`src/rtl/fft_output_framer_pkg.sv`:
```
// Shared FFT types and constants for the output framer and its skid buffer.
// Latency: n/a (types, constants and one helper function only).
// Backpressure: n/a.
package fft_output_framer_pkg;

  localparam int DATA_W = 32;
  localparam int PT_W   = 4;
  localparam int FCNT_W = 16;
  localparam int CNT_W  = 16;

  // Valid-qualified complex sample delivered to the downstream consumer.
  typedef struct packed {
    logic              valid;
    logic [DATA_W-1:0] data_r;
    logic [DATA_W-1:0] data_i;
  } fft_data_bus_t;

  // Control fields handed from the FFT controller to the compute side.
  typedef struct packed {
    logic [PT_W-1:0] point;
  } fft_cont_to_comp_t;

  typedef enum logic {
    ST_IDLE   = 1'b0,
    ST_STREAM = 1'b1
  } frame_state_e;

  // Index of the final sample in a frame of 2^pt samples.
  function automatic logic [CNT_W-1:0] last_index(input logic [PT_W-1:0] pt);
    return CNT_W'((32'd1 << pt) - 32'd1);
  endfunction

endpackage

```
`src/rtl/fft_skid_buf.sv`:
```
// Two-entry skid buffer with a registered head; payload width parameterised.
// Latency: 1 cycle from accepted input to output valid.
// Backpressure: in_rdy_o drops only when both entries are full and the head is not leaving.
module fft_skid_buf #(
  parameter int W = 65
) (
  input  logic         clk,
  input  logic         rst,
  input  logic         in_vld_i,
  input  logic [W-1:0] in_dat_i,
  output logic         in_rdy_o,
  output logic         out_vld_o,
  output logic [W-1:0] out_dat_o,
  input  logic         out_rdy_i
);

  logic [1:0]   cnt_q, cnt_d;
  logic [W-1:0] head_q, head_d;
  logic [W-1:0] tail_q, tail_d;
  logic         enq, deq;

  // A full buffer still accepts a word when the head drains in the same cycle.
  assign deq       = (cnt_q != 2'd0) && out_rdy_i;
  assign in_rdy_o  = (cnt_q != 2'd2) || out_rdy_i;
  assign enq       = in_vld_i && in_rdy_o;
  assign out_vld_o = (cnt_q != 2'd0);
  assign out_dat_o = head_q;

  // Next-state for occupancy and entries; the head only moves when it is consumed.
  always_comb begin
    cnt_d  = cnt_q;
    head_d = head_q;
    tail_d = tail_q;
    case ({enq, deq})
      2'b10: begin
        if (cnt_q == 2'd0) head_d = in_dat_i;
        else               tail_d = in_dat_i;
        cnt_d = cnt_q + 2'd1;
      end
      2'b01: begin
        if (cnt_q == 2'd2) head_d = tail_q;
        cnt_d = cnt_q - 2'd1;
      end
      2'b11: begin
        if (cnt_q == 2'd1) begin
          head_d = in_dat_i;
        end else begin
          head_d = tail_q;
          tail_d = in_dat_i;
        end
      end
      default: ;
    endcase
  end

  // Entry and occupancy registers; reset empties and zeroes both entries.
  always_ff @(posedge clk) begin
    if (rst) begin
      cnt_q  <= 2'd0;
      head_q <= '0;
      tail_q <= '0;
    end else begin
      cnt_q  <= cnt_d;
      head_q <= head_d;
      tail_q <= tail_d;
    end
  end

endmodule

```
`src/rtl/fft_output_framer.sv`:
```
// Frames bit-reversed FFT samples into 2^point-sample frames, tagging the last one; optional scaling via FFT_OUT_SCALE_EN.
// Latency: 1 cycle from fifo pop to output valid (registered head of a 2-entry skid buffer).
// Backpressure: out_ready low stalls the output with stable data; pop stops once the skid buffer is full.
module fft_output_framer
  import fft_output_framer_pkg::*;
(
  input  logic                clk,
  input  logic                rst,
  input  logic [PT_W-1:0]     point,
  input  logic [2*DATA_W-1:0] data_out,
  input  logic                empty,
  output logic                pop,
  output fft_data_bus_t       out,
  output logic                out_last,
  input  logic                out_ready,
  output logic [FCNT_W-1:0]   frame_cnt,
  output logic                busy
);

  fft_cont_to_comp_t  ctl;
  frame_state_e       state_q, state_d;
  logic [PT_W-1:0]    frame_pt_q, frame_pt_d;
  logic [CNT_W-1:0]   sample_cnt_q, sample_cnt_d;
  logic [FCNT_W-1:0]  frame_cnt_q;
  logic [PT_W-1:0]    pt_use;
  logic               is_last;
  logic               buf_rdy, buf_vld;
  logic [2*DATA_W:0]  buf_in, buf_dat;
  logic [DATA_W-1:0]  sc_r, sc_i;

  assign ctl.point = point;

  // The first sample of a frame uses the live point; later samples use the latched one.
  assign pt_use  = (state_q == ST_IDLE) ? ctl.point : frame_pt_q;
  assign is_last = (sample_cnt_q == last_index(pt_use));
  assign pop     = !rst && !empty && buf_rdy;

`ifdef FFT_OUT_SCALE_EN
  // Arithmetic shift floors negative values, i.e. rounds toward minus infinity.
  assign sc_r = $signed(data_out[2*DATA_W-1:DATA_W]) >>> pt_use;
  assign sc_i = $signed(data_out[DATA_W-1:0]) >>> pt_use;
`else
  assign sc_r = data_out[2*DATA_W-1:DATA_W];
  assign sc_i = data_out[DATA_W-1:0];
`endif

  assign buf_in = {sc_r, sc_i, is_last};

  fft_skid_buf #(.W(2*DATA_W + 1)) u_skid (
    .clk       (clk),
    .rst       (rst),
    .in_vld_i  (pop),
    .in_dat_i  (buf_in),
    .in_rdy_o  (buf_rdy),
    .out_vld_o (buf_vld),
    .out_dat_o (buf_dat),
    .out_rdy_i (out_ready)
  );

  assign out.valid  = buf_vld;
  assign out.data_r = buf_dat[2*DATA_W:DATA_W+1];
  assign out.data_i = buf_dat[DATA_W:1];
  assign out_last   = buf_vld && buf_dat[0];
  assign frame_cnt  = frame_cnt_q;
  assign busy       = (state_q == ST_STREAM) || buf_vld;

  // Frame FSM: opens a frame on its first pop, closes it on the pop of the last sample.
  always_comb begin
    state_d      = state_q;
    frame_pt_d   = frame_pt_q;
    sample_cnt_d = sample_cnt_q;
    case (state_q)
      ST_IDLE: begin
        if (pop) begin
          frame_pt_d = ctl.point;
          if (is_last) begin
            sample_cnt_d = '0;
          end else begin
            sample_cnt_d = sample_cnt_q + CNT_W'(1);
            state_d      = ST_STREAM;
          end
        end
      end
      ST_STREAM: begin
        if (pop) begin
          if (is_last) begin
            sample_cnt_d = '0;
            state_d      = ST_IDLE;
          end else begin
            sample_cnt_d = sample_cnt_q + CNT_W'(1);
          end
        end
      end
      default: state_d = ST_IDLE;
    endcase
  end

  // FSM, latched frame size and sample counter registers.
  always_ff @(posedge clk) begin
    if (rst) begin
      state_q      <= ST_IDLE;
      frame_pt_q   <= '0;
      sample_cnt_q <= '0;
    end else begin
      state_q      <= state_d;
      frame_pt_q   <= frame_pt_d;
      sample_cnt_q <= sample_cnt_d;
    end
  end

  // Completed-frame counter advances when the last word is accepted downstream.
  always_ff @(posedge clk) begin
    if (rst) begin
      frame_cnt_q <= '0;
    end else if (buf_vld && out_ready && buf_dat[0]) begin
      frame_cnt_q <= frame_cnt_q + FCNT_W'(1);
    end
  end

endmodule

```
`config.mk`:
```
export PLATFORM = sky130hd
export DESIGN_NAME = fft_output_framer
export DESIGN_NICKNAME = d
export VERILOG_FILES = /design/src/rtl/fft_output_framer_pkg.sv /design/src/rtl/fft_skid_buf.sv /design/src/rtl/fft_output_framer.sv
export SDC_FILE = /design/constraint.sdc
export NUM_CORES = 1
export LEC_CHECK = 0
export CELL_PAD_IN_SITES_DETAIL_PLACEMENT = 0
export CELL_PAD_IN_SITES_GLOBAL_PLACEMENT = 1
export CORE_MARGIN = 3
export CORE_UTILIZATION = 36
export CTS_BUF_LIST = sky130_fd_sc_hd__clkbuf_8
export CTS_CLUSTER_SIZE = 20
export DETAILED_ROUTE_END_ITERATION = 7
export HOLD_SLACK_MARGIN = 0.12
export PLACE_DENSITY_LB_ADDON = 0.1
export SLEW_MARGIN = 10
export SYNTH_ARGS = -nofsm -noshare
export SYNTH_HDL_FRONTEND = slang
export SYNTH_SLANG_ARGS = --single-unit
```
`constraint.sdc`:
```
create_clock -name clk -period 3.8 [get_ports clk]
set_clock_uncertainty 0.15 [all_clocks]
set_input_delay 0.76 -clock clk [delete_from_list [all_inputs] [get_ports clk]]
set_output_delay 0.76 -clock clk [all_outputs]
set_load 0.02 [all_outputs]
```
* Yosys cells after proc, flatten, opt, wreduce, memory -nomap -nowiden
Index checks and enable logic that the tools add are counted.
Storage, ports and cells: bits in registers 169, bits in latches 0, RAM bits 0, ROM bits 0, input port bits 72, output and inout bits 84, logic and storage cells 58, memories kept 0
Operators by class: add/subtract/negate cells 5, multipliers 0, divide/modulo/power cells 0, $lt $le $gt $ge 0, equal/unequal tests 11, shift-type cells 1, muxes and demuxes 15, bitwise operators 1, reduce and logical (&&, ||, !) cells 18
Operators with widths (number):
- 65-bit 2-to-1 mux | 5
- 65-bit case mux with 3 select lines | 1
- 65-bit case mux with 2 select lines | 1
- 16-bit by 1-bit adder with 16-bit output (second input constant) | 2
- 16-bit 2-to-1 mux | 2
- 16-bit == test | 1
- 1-bit by 4-bit << shifter with 16-bit output (first input constant) | 1
- 16-bit by 1-bit subtractor with 16-bit output (second input constant) | 1
- 2-bit == test (second input constant) | 3
- 1-bit logical AND | 6
- 2-bit != test (second input constant) | 3
- 3-bit AND reduction | 2
- 2-bit nonzero test | 3
- 2-bit by 1-bit == test with 1-bit output (second input constant) | 2
- 4-bit 2-to-1 mux | 1
- 2-bit by 1-bit != test with 1-bit output (second input constant) | 2
- 2-bit case mux with 2 select lines | 1
- 1-bit 2-to-1 mux | 3
- 3-bit nonzero test | 1
- 2-bit by 1-bit adder with 2-bit output (second input constant) | 1
- 1-bit logical NOT | 2
- 2-bit logical NOT | 1
- 1-bit logical OR | 2
- 1-bit case mux with 2 select lines | 1
- other kinds (3) | 3

* Logic depth before layout (Yosys ltp)
Gate-level depths: netlist (run 1).
depth in word-level cells 7, mapped depth 15, mapped depth without buffers 11

* Cells and area by module
From an unflattened synthesis (run 1), not the netlist that was laid out.
Second synthesis, totals: cell total of the unflattened synthesis 1038, area, all modules 9604.2 um^2
By module, submodules not included:
- fft_skid_buf | times used 1, cells an instance 738, area each 7050.5 um^2, sequential area each 2642.5 um^2
- fft_output_framer | times used 1, cells an instance 300, area each 2553.7 um^2, sequential area each 740.7 um^2

* Least setup slack after synthesis (run 1)
No wires, ideal clock.
path type input -> register, from in point[1], to reg sample_cnt_q[4], arrival time 3547 ps, data required time 3518 ps, slack -29 ps, stages on the path 13, cell sequence clkbuf_1 > nor3_1 > or2_2 > nand2_1 > ha_1 > or3_1 > a211oi_1 > nor3_1 > xnor2_1 > or4_1 > nor3_4 > buf_4 > nor3_1
Between the ends: longest elaborated chain between the ends 6
Ends and longest elaborated chain:
- start, declared | line fft_output_framer.sv:9 | input logic [PT_W-1:0] point,
- 4-bit 2-to-1 mux | line fft_output_framer.sv:34 | assign pt_use = (state_q == ST_IDLE) ? ctl.point : frame_pt_q;
- 1-bit by 4-bit << shifter with 16-bit output | line fft_output_framer_pkg.sv:30 | return CNT_W'((32'd1 << pt) - 32'd1);
- 16-bit by 1-bit subtractor with 16-bit output | line fft_output_framer_pkg.sv:30
- 16-bit == test | line fft_output_framer.sv:35 | assign is_last = (sample_cnt_q == last_index(pt_use));
- 16-bit 2-to-1 mux | line fft_output_framer.sv:76, fft_output_framer.sv:86
- 16-bit 2-to-1 mux | line fft_output_framer.sv:74, fft_output_framer.sv:85
- end signal, assigned | line fft_output_framer.sv:107 | sample_cnt_q <= sample_cnt_d;
- end, declared | line fft_output_framer.sv:23 | logic [CNT_W-1:0] sample_cnt_q, sample_cnt_d;
No other way between the ends. The select of a mux whose other input is x is not followed. A chain may end at the register's enable or synchronous reset.

* Worst setup path in the final report (run 1)
from in point[3], to reg sample_cnt_q[1]
The elaborated chain is that of the path after synthesis.

==> results.md, run 1 <==
- Main combinational cell family by area after synthesis: compound AO/OA/AOI/OAI gates
- Slew @ Worst Pin: 0.963 ns
- Combinational share of power: 41.9%
- Switching share of total power: 38.1%
- Internal power: 3.92 mW
- Unique masters post-synth: 60
- Ant diodes: 0
- Synthesized cell area: 0.00795 mm^2
- Antenna viol nets, final: 0
- CP cell instances: clkdlybuf4s50_1, nor4_1, o21bai_1, ha_1, or3_1, a211oi_1, nor3_1, xnor2_1, or4_1, or2_1, a41o_1
- Period utilization: 96.9%
- WP data arrival: 3.89 ns
- Hold Buf Count CTS: 0
- Total Power: 6.34 mW
- Die H: 155 um
- Initial Utilization: 37.2%
- Xor/xnor share of the synthesized area: 4.19%
- Max-Cap Viols: 0
- Yosys warning count: 0
- Die W: 155 um
- Synth Net Count: 1049
- Setup CP Type: in -> reg
- Flop pwr share: 37.4%
- Leakage power: 3.52 nW
- H-Tree Depth: 4
- # DRC: 0
- Area grow syn2layout: 24.4%
- EDFF count, synth: 0
- Fill count: 2111
- Tot GR Track Use: 17.4%
- PD cells: 641 mW/mm^2
- Worst path max stage delay: 0.61 ns
- Core ar.: 0.0214 mm^2
- Drt first pass iters: 5
- Post-route minimum period: 3.68 ns
- Highest Clock Rate: 272 MHz
- Final Wtd Congestion: 0.790
- Peak supply drop: 0.000388 V
- Vias per std cell: 5.07
- Slew Limit Fails: 0
- Multiplexer share of the synthesized area: 1.09%
- Clk Latency, worst-skew pair: 0.45 ns
- Layout Utilization: 46.3%
- CP Data Required Time: 4.01 ns
- Overflow after GRT: 0
- Clock transition at the registers of the reported paths: 0.09 ns
- Post-Synth Simple-Gate Area: 18.3%
- Seq cells post-synth: 169
- Startpoint Class: primary input
- Register area share after synthesis: 42.6%
- Multi-input logic area: 0.00377 mm^2
- Unrepaired setup endpoints after global routing: no
- Largest net degree at the start of global routing: 90
- Critical path peak fanout: 6
- Status: completed
- Sequential cell area: 0.00338 mm^2
- CTS tree: done
- Bufs on Longest Clock Path: 2
- Clk network pwr share: 20.6%
- Initial antenna violation count: 0
- Cts bufs inserted: 17
- # clock sinks: 169
- Final Hold Vio Count: 0
- Final nets: 1123
- Clock root buffer: clkbuf_8
- Rel. slew slack: 35.8%
- FFs w/ async S/R, synth: 0%
- Crit path max-delay cell type: or4_1
- P_sw: 2.42 mW
- Routed vias: 6733
- Final hold slack: 0.307 ns
- Vias in the first global route: 6391
- Worst Setup End Kind: register
- Final Setup Violations: 0
- Avg Cell Area, Syn: 8.22 um^2
- First-pass GRT wire length: 34.4 mm
- Hpwl dp: 13.8 mm
- I/O pins: 156
- Worst hold path class: reg -> reg
- First DRT Iteration DRCs: 359
- Mapped Cells: 967
- Standard-cell rows: 53
- Total Wirelength: 20.9 mm
- Full die area: 0.0239 mm^2
- IO Port Bufs: 155
- Main flop type after synthesis: dfxtp_1
- Routed len/inst: 15.8 um
- Synth Area in Adders: 1.57%
- Compound-Gate Fraction of Synth Area: 21.7%
- Share of post-route cells with drive strength above 1: 8.37%
==> path summary, 6_finish.rpt <==
kind | cells after the start | slack [ns] | endpoint | from
setup / recovery | 11 | 0.12 | sample_cnt_q[1]$_SDFFE_PP0P_ | point[3]
hold / removal | 2 | 0.31 | u_skid.tail_q[60]$_SDFFE_PP0P_ | u_skid.tail_q[60]$_SDFFE_PP0P_
setup reg to reg | 11 | 0.35 | sample_cnt_q[1]$_SDFFE_PP0P_ | register
hold reg to reg | 2 | 0.31 | u_skid.tail_q[60]$_SDFFE_PP0P_ | u_skid.tail_q[60]$_SDFFE_PP0P_
==> state kept, by name, indices dropped and copies added, names as in the netlist, named ones only <==
signal	count
u_skid.tail_q	65
u_skid.out_dat_o	65
u_skid.cnt_q	2
frame_pt_q	4
frame_cnt	16
sample_cnt_q	16
==> stage by stage <==
| stage | area (um^2) | setup TNS, ns | setup slack, ns | std cells |
|---|---|---|---|---|
| floorplan | 7960 | 0 | 0.0227 | 967 |
| global placement | 9480 | -6.01 | -0.359 | 1297 |
| detailed placement | 9480 | -6.28 | -0.367 | 1297 |
| CTS | 9880 | 0 | 0.137 | 1327 |
| global route | 9880 | 0 | 0.0160 | 1327 |
| finish | 9880 | 0 | 0.120 | 1327 |
==> cell type report <==
class | count | share of cell area [%]
timing repair buffer | 195 | 19.6
multi-input combinational | 644 | 38.2
clock buffer | 17 | 2.37
clock inverter | 13 | 1.61
sequential | 169 | 34.2
tap | 275 | 3.48
inverter | 14 | 0.532
==> layer usage <==
layer  share of wire, %  routed length, um  track usage, %
met1                 47               9810            23.5
met2                 47               9850            27.8
met3                5.1               1070            4.56
met4               0.87                182            4.37
met5                  0                  0               0
==> layout by cell type, fill, tap and decap left out, types with 3 or more instances in the layout <==
cell               n
nand2b_1           3
dfxtp_1          169
clkbuf_8          17
inv_1             13
and3_1            10
buf_12             7
a21oi_1           75
xnor2_1           16
mux2i_1            6
clkdlybuf4s50_1  154
nand3_1           13
o21ai_0           16
nor2_1            90
nor3_1            18
nand2_1          162
nor2b_1            3
o211ai_1           5
and4_1             4
ha_1              10
buf_4             34
inv_6              5
or3_1              8
a211oi_1          68
a22oi_1           65
nand4_1            5
xor2_1            22
==> power groups by stage <==
stage | sequential, mW | combinational (mW) | clock (mW)
after floorplan | 2.34 | 1.97 | 0
after global placement | 2.41 | 2.70 | 0
after global routing | 2.42 | 2.95 | 1.43
after detailed placement | 2.42 | 2.70 | 0
after CTS | 2.38 | 2.71 | 1.37
final | 2.37 | 2.66 | 1.31
==> repair_timing <==
action / CTS / global route
setup endpoints to repair: 0 / 3
resized for setup: 0 / 1
buffers inserted: 0 / 0
==> Yosys cell counts (3+ instances only) <==
master | n | share of area, %
dfxtp_1 | 169 | 43
nand2_1 | 163 | 7.7
nor2_1 | 92 | 4.3
a21oi_1 | 75 | 4.7
a211oi_1 | 68 | 6.4
buf_4 | 66 | 6.2
a22oi_1 | 65 | 6.1
clkbuf_1 | 55 | 2.6
xor2_1 | 22 | 2.4
nor3_1 | 19 | 1.2
o21ai_0 | 17 | 1.1
xnor2_1 | 16 | 1.8
buf_1 | 13 | 0.61
inv_1 | 13 | 0.61
nand3_1 | 13 | 0.82
and3_1 | 10 | 0.79
ha_1 | 10 | 1.6
or3_1 | 8 | 0.63
mux2i_1 | 6 | 0.76
nand4_1 | 5 | 0.39
o211ai_1 | 5 | 0.47
and4_1 | 4 | 0.44
nand2b_1 | 3 | 0.24
nor2b_1 | 3 | 0.24
==> worst max-delay path: cells and delay by family <==
kind            cells  cell delay, ns
simple gates        5            1.70
compound gates      3            0.57
buf+inv             1            0.50
fa+ha+maj           1            0.23
xor+xnor            1            0.12
==> logic make-up after synthesis <==
logic type | count (synthesis)
mux | 8
compound gates | 254
flops | 169
fa+ha+maj | 10
simple gates | 334
buf+inv | 154
xor+xnor | 38
Power figures use the tool's default switching activity.
==> inputs of run 2 (changes only) <==
CORE_UTILIZATION = 35   (was 36)
CTS_BUF_LIST = default   (was sky130_fd_sc_hd__clkbuf_8)
==> run 2 against run 1 <==
- first-iteration DRC count is 13% higher
- power is 7.9% higher
- worst hold slack worse by 0.0031 ns
- maximum frequency is 1.7% higher
- flip-flop and latch count stayed put
- clock-buffer cell count is 1 higher
- critical path type unchanged
- critical endpoint unchanged
- highest routed layer unchanged
==> results.md, run 2 (synthesis results as in run 1) <==
- Status: completed
- Layout Utilization: 45.9%
- Routed vias: 6814
- WP data arrival: 3.78 ns
- Final Wtd Congestion: 0.824
- Worst path max stage delay: 0.52 ns
- Bufs on Longest Clock Path: 2
- Die H: 157 um
- Ant diodes: 0
- Setup CP Type: in -> reg
- Dpl cells: 1303
- Peak supply drop: 0.000351 V
- Clock root buffer: clkbuf_16
- # clock sinks: 169
- Layout Cells excl Fill: 1334
- Area after DPL: 0.00954 mm^2
- Post-route minimum period: 3.62 ns
- PD cells: 674 mW/mm^2
- Startpoint Class: primary input
- Share of post-route cells with drive strength above 1: 8.63%
- Final hold slack: 0.304 ns
- Die W: 157 um
- Vias per std cell: 5.11
- Vias in the first global route: 6534
- IO Port Bufs: 155
- Hold path cells: 2
- First-pass GRT wire length: 35.0 mm
- CP cell instances: clkdlybuf4s50_1, buf_4, nor3_4, or2_2, nand2_1, ha_2, buf_6, nor2_1, nand4_1, a21oi_1, a2111o_1, or4_4, or2_1, a41o_1
- Routed len/inst: 16.1 um
- Hold Buf Count CTS: 0
- Worst hold path class: reg -> reg
- Commonest non-fill, non-tap cell in the layout: dfxtp_1
- Worst Setup End Kind: register
- Hold Path Sink: u_skid.tail_q[61]$_SDFFE_PP0P_
- Cts bufs inserted: 17
- Clk Latency, worst-skew pair: 0.42 ns
- Area grow syn2layout: 27.7%
- I/O pins: 156
- Final nets: 1124
- Final Setup Violations: 0
- Highest Clock Rate: 276 MHz
- Min-delay src: u_skid.tail_q[61]$_SDFFE_PP0P_
- Leakage power: 3.63 nW
- Overflow after GRT: 0
- Initial antenna violation count: 0
- FF-to-FF path depth: 12
- R2r setup slk: 0.34 ns
- Initial Utilization: 36.0%
- Rel. slew slack: 45.8%
- Standard-cell rows: 54
- Antenna viol nets, final: 0
- Crit path max-delay cell type: or4_4
- Hpwl dp: 13.6 mm
- Unrepaired setup endpoints after global routing: no
- Total Wirelength: 21.4 mm
- Slew @ Worst Pin: 0.812 ns
- Total Power: 6.84 mW
- CP Data Required Time: 3.96 ns
- First DRT Iteration DRCs: 404
- CTS tree: done
- Clock transition at the registers of the reported paths: 0.06 ns
- Period utilization: 95.2%
- Full die area: 0.0246 mm^2
- Core ar.: 0.0221 mm^2
- Final Hold Vio Count: 0
- Critical path peak fanout: 11
- Slew Limit Fails: 0
- Worst R2R End: sample_cnt_q[1]$_SDFFE_PP0P_
- # DRC: 0
- Most frequent cells in the layout: dfxtp_1, nand2_1, clkdlybuf4s50_1
- Largest net degree at the start of global routing: 164
- Max-Cap Viols: 0
- Drt first pass iters: 4
- H-Tree Depth: 4
- Fin area: 0.0102 mm^2
- Tot GR Track Use: 17.6%
## run 2: changes by cell type in the layout (fill, tap and decap cells not counted), sizes merged
cell,delta
clkinv,+3
inv,-2
buf,+1
clkbuf,+1
clkinvlp,-1
## run 2: final cells by class
cell class,instances,area [um^2]
Clock inverter,13,165
Timing Repair Buffer,196,1990
Inverter,14,52.6
Fill cell,2201,11900
Clock buffer,18,429
Multi-Input combinational cell,644,3780
Sequential cell,169,3380
Tap cell,280,350
## run 2: worst max-delay path: cells and delay by family
kind | cells | cell delay (ns)
AO/OA/AOI/OAI | 3 | 0.68
adder cells (fa/ha/maj) | 1 | 0.21
AND/OR/NAND/NOR | 7 | 1.32
buffers and inverters | 3 | 0.80
## run 2: how the worst max path moves through the flow
stage	from	endpoint	slack [ns]	cells past startpoint
finish	point[1]	sample_cnt_q[1]$_SDFFE_PP0P_	0.18	14
global route	point[1]	u_skid.out_dat_o[0]$_SDFFE_PP0P_	0.01	14
CTS	point[2]	sample_cnt_q[1]$_SDFFE_PP0P_	0.11	11
detailed placement	point[2]	sample_cnt_q[1]$_SDFFE_PP0P_	-0.34	11
global placement	point[2]	sample_cnt_q[1]$_SDFFE_PP0P_	-0.33	11
floorplan	point[2]	sample_cnt_q[4]$_SDFFE_PP0P_	0.02	13
## run 2: metrics by stage
stage          setup TNS (ns)  worst slack [ns]
2_1_floorplan               0            0.0227
3_3_place_gp            -5.78            -0.327
3_5_place_dp            -5.94            -0.338
4_1_cts                     0             0.114
5_1_grt                     0            0.0125
6_report                    0             0.181
## run 2: routing by layer
| metal | global-route usage [%] | part of all wire [%] | vias to the layer above |
|---|---|---|---|
| li1 | - | - | 3470 |
| met1 | 24.1 | 48 | 3219 |
| met2 | 27.8 | 47 | 114 |
| met3 | 4.12 | 4.2 | 11 |
| met4 | 4.59 | 0.93 | 0 |
| met5 | 0 | 0 | - |
## run 2: power by group
group	leakage (nW)	switching, mW	total, mW	internal [mW]
clock	0.287	0.777	1.77	0.988
sequential	1.38	0.220	2.38	2.16
combinational	1.96	1.52	2.70	1.18
## run 2: what timing repair did
action | in CTS | in global routing
endpoints found under the setup margin | 0 | 17
resized for setup | 0 | 5
setup buffers | 0 | 0
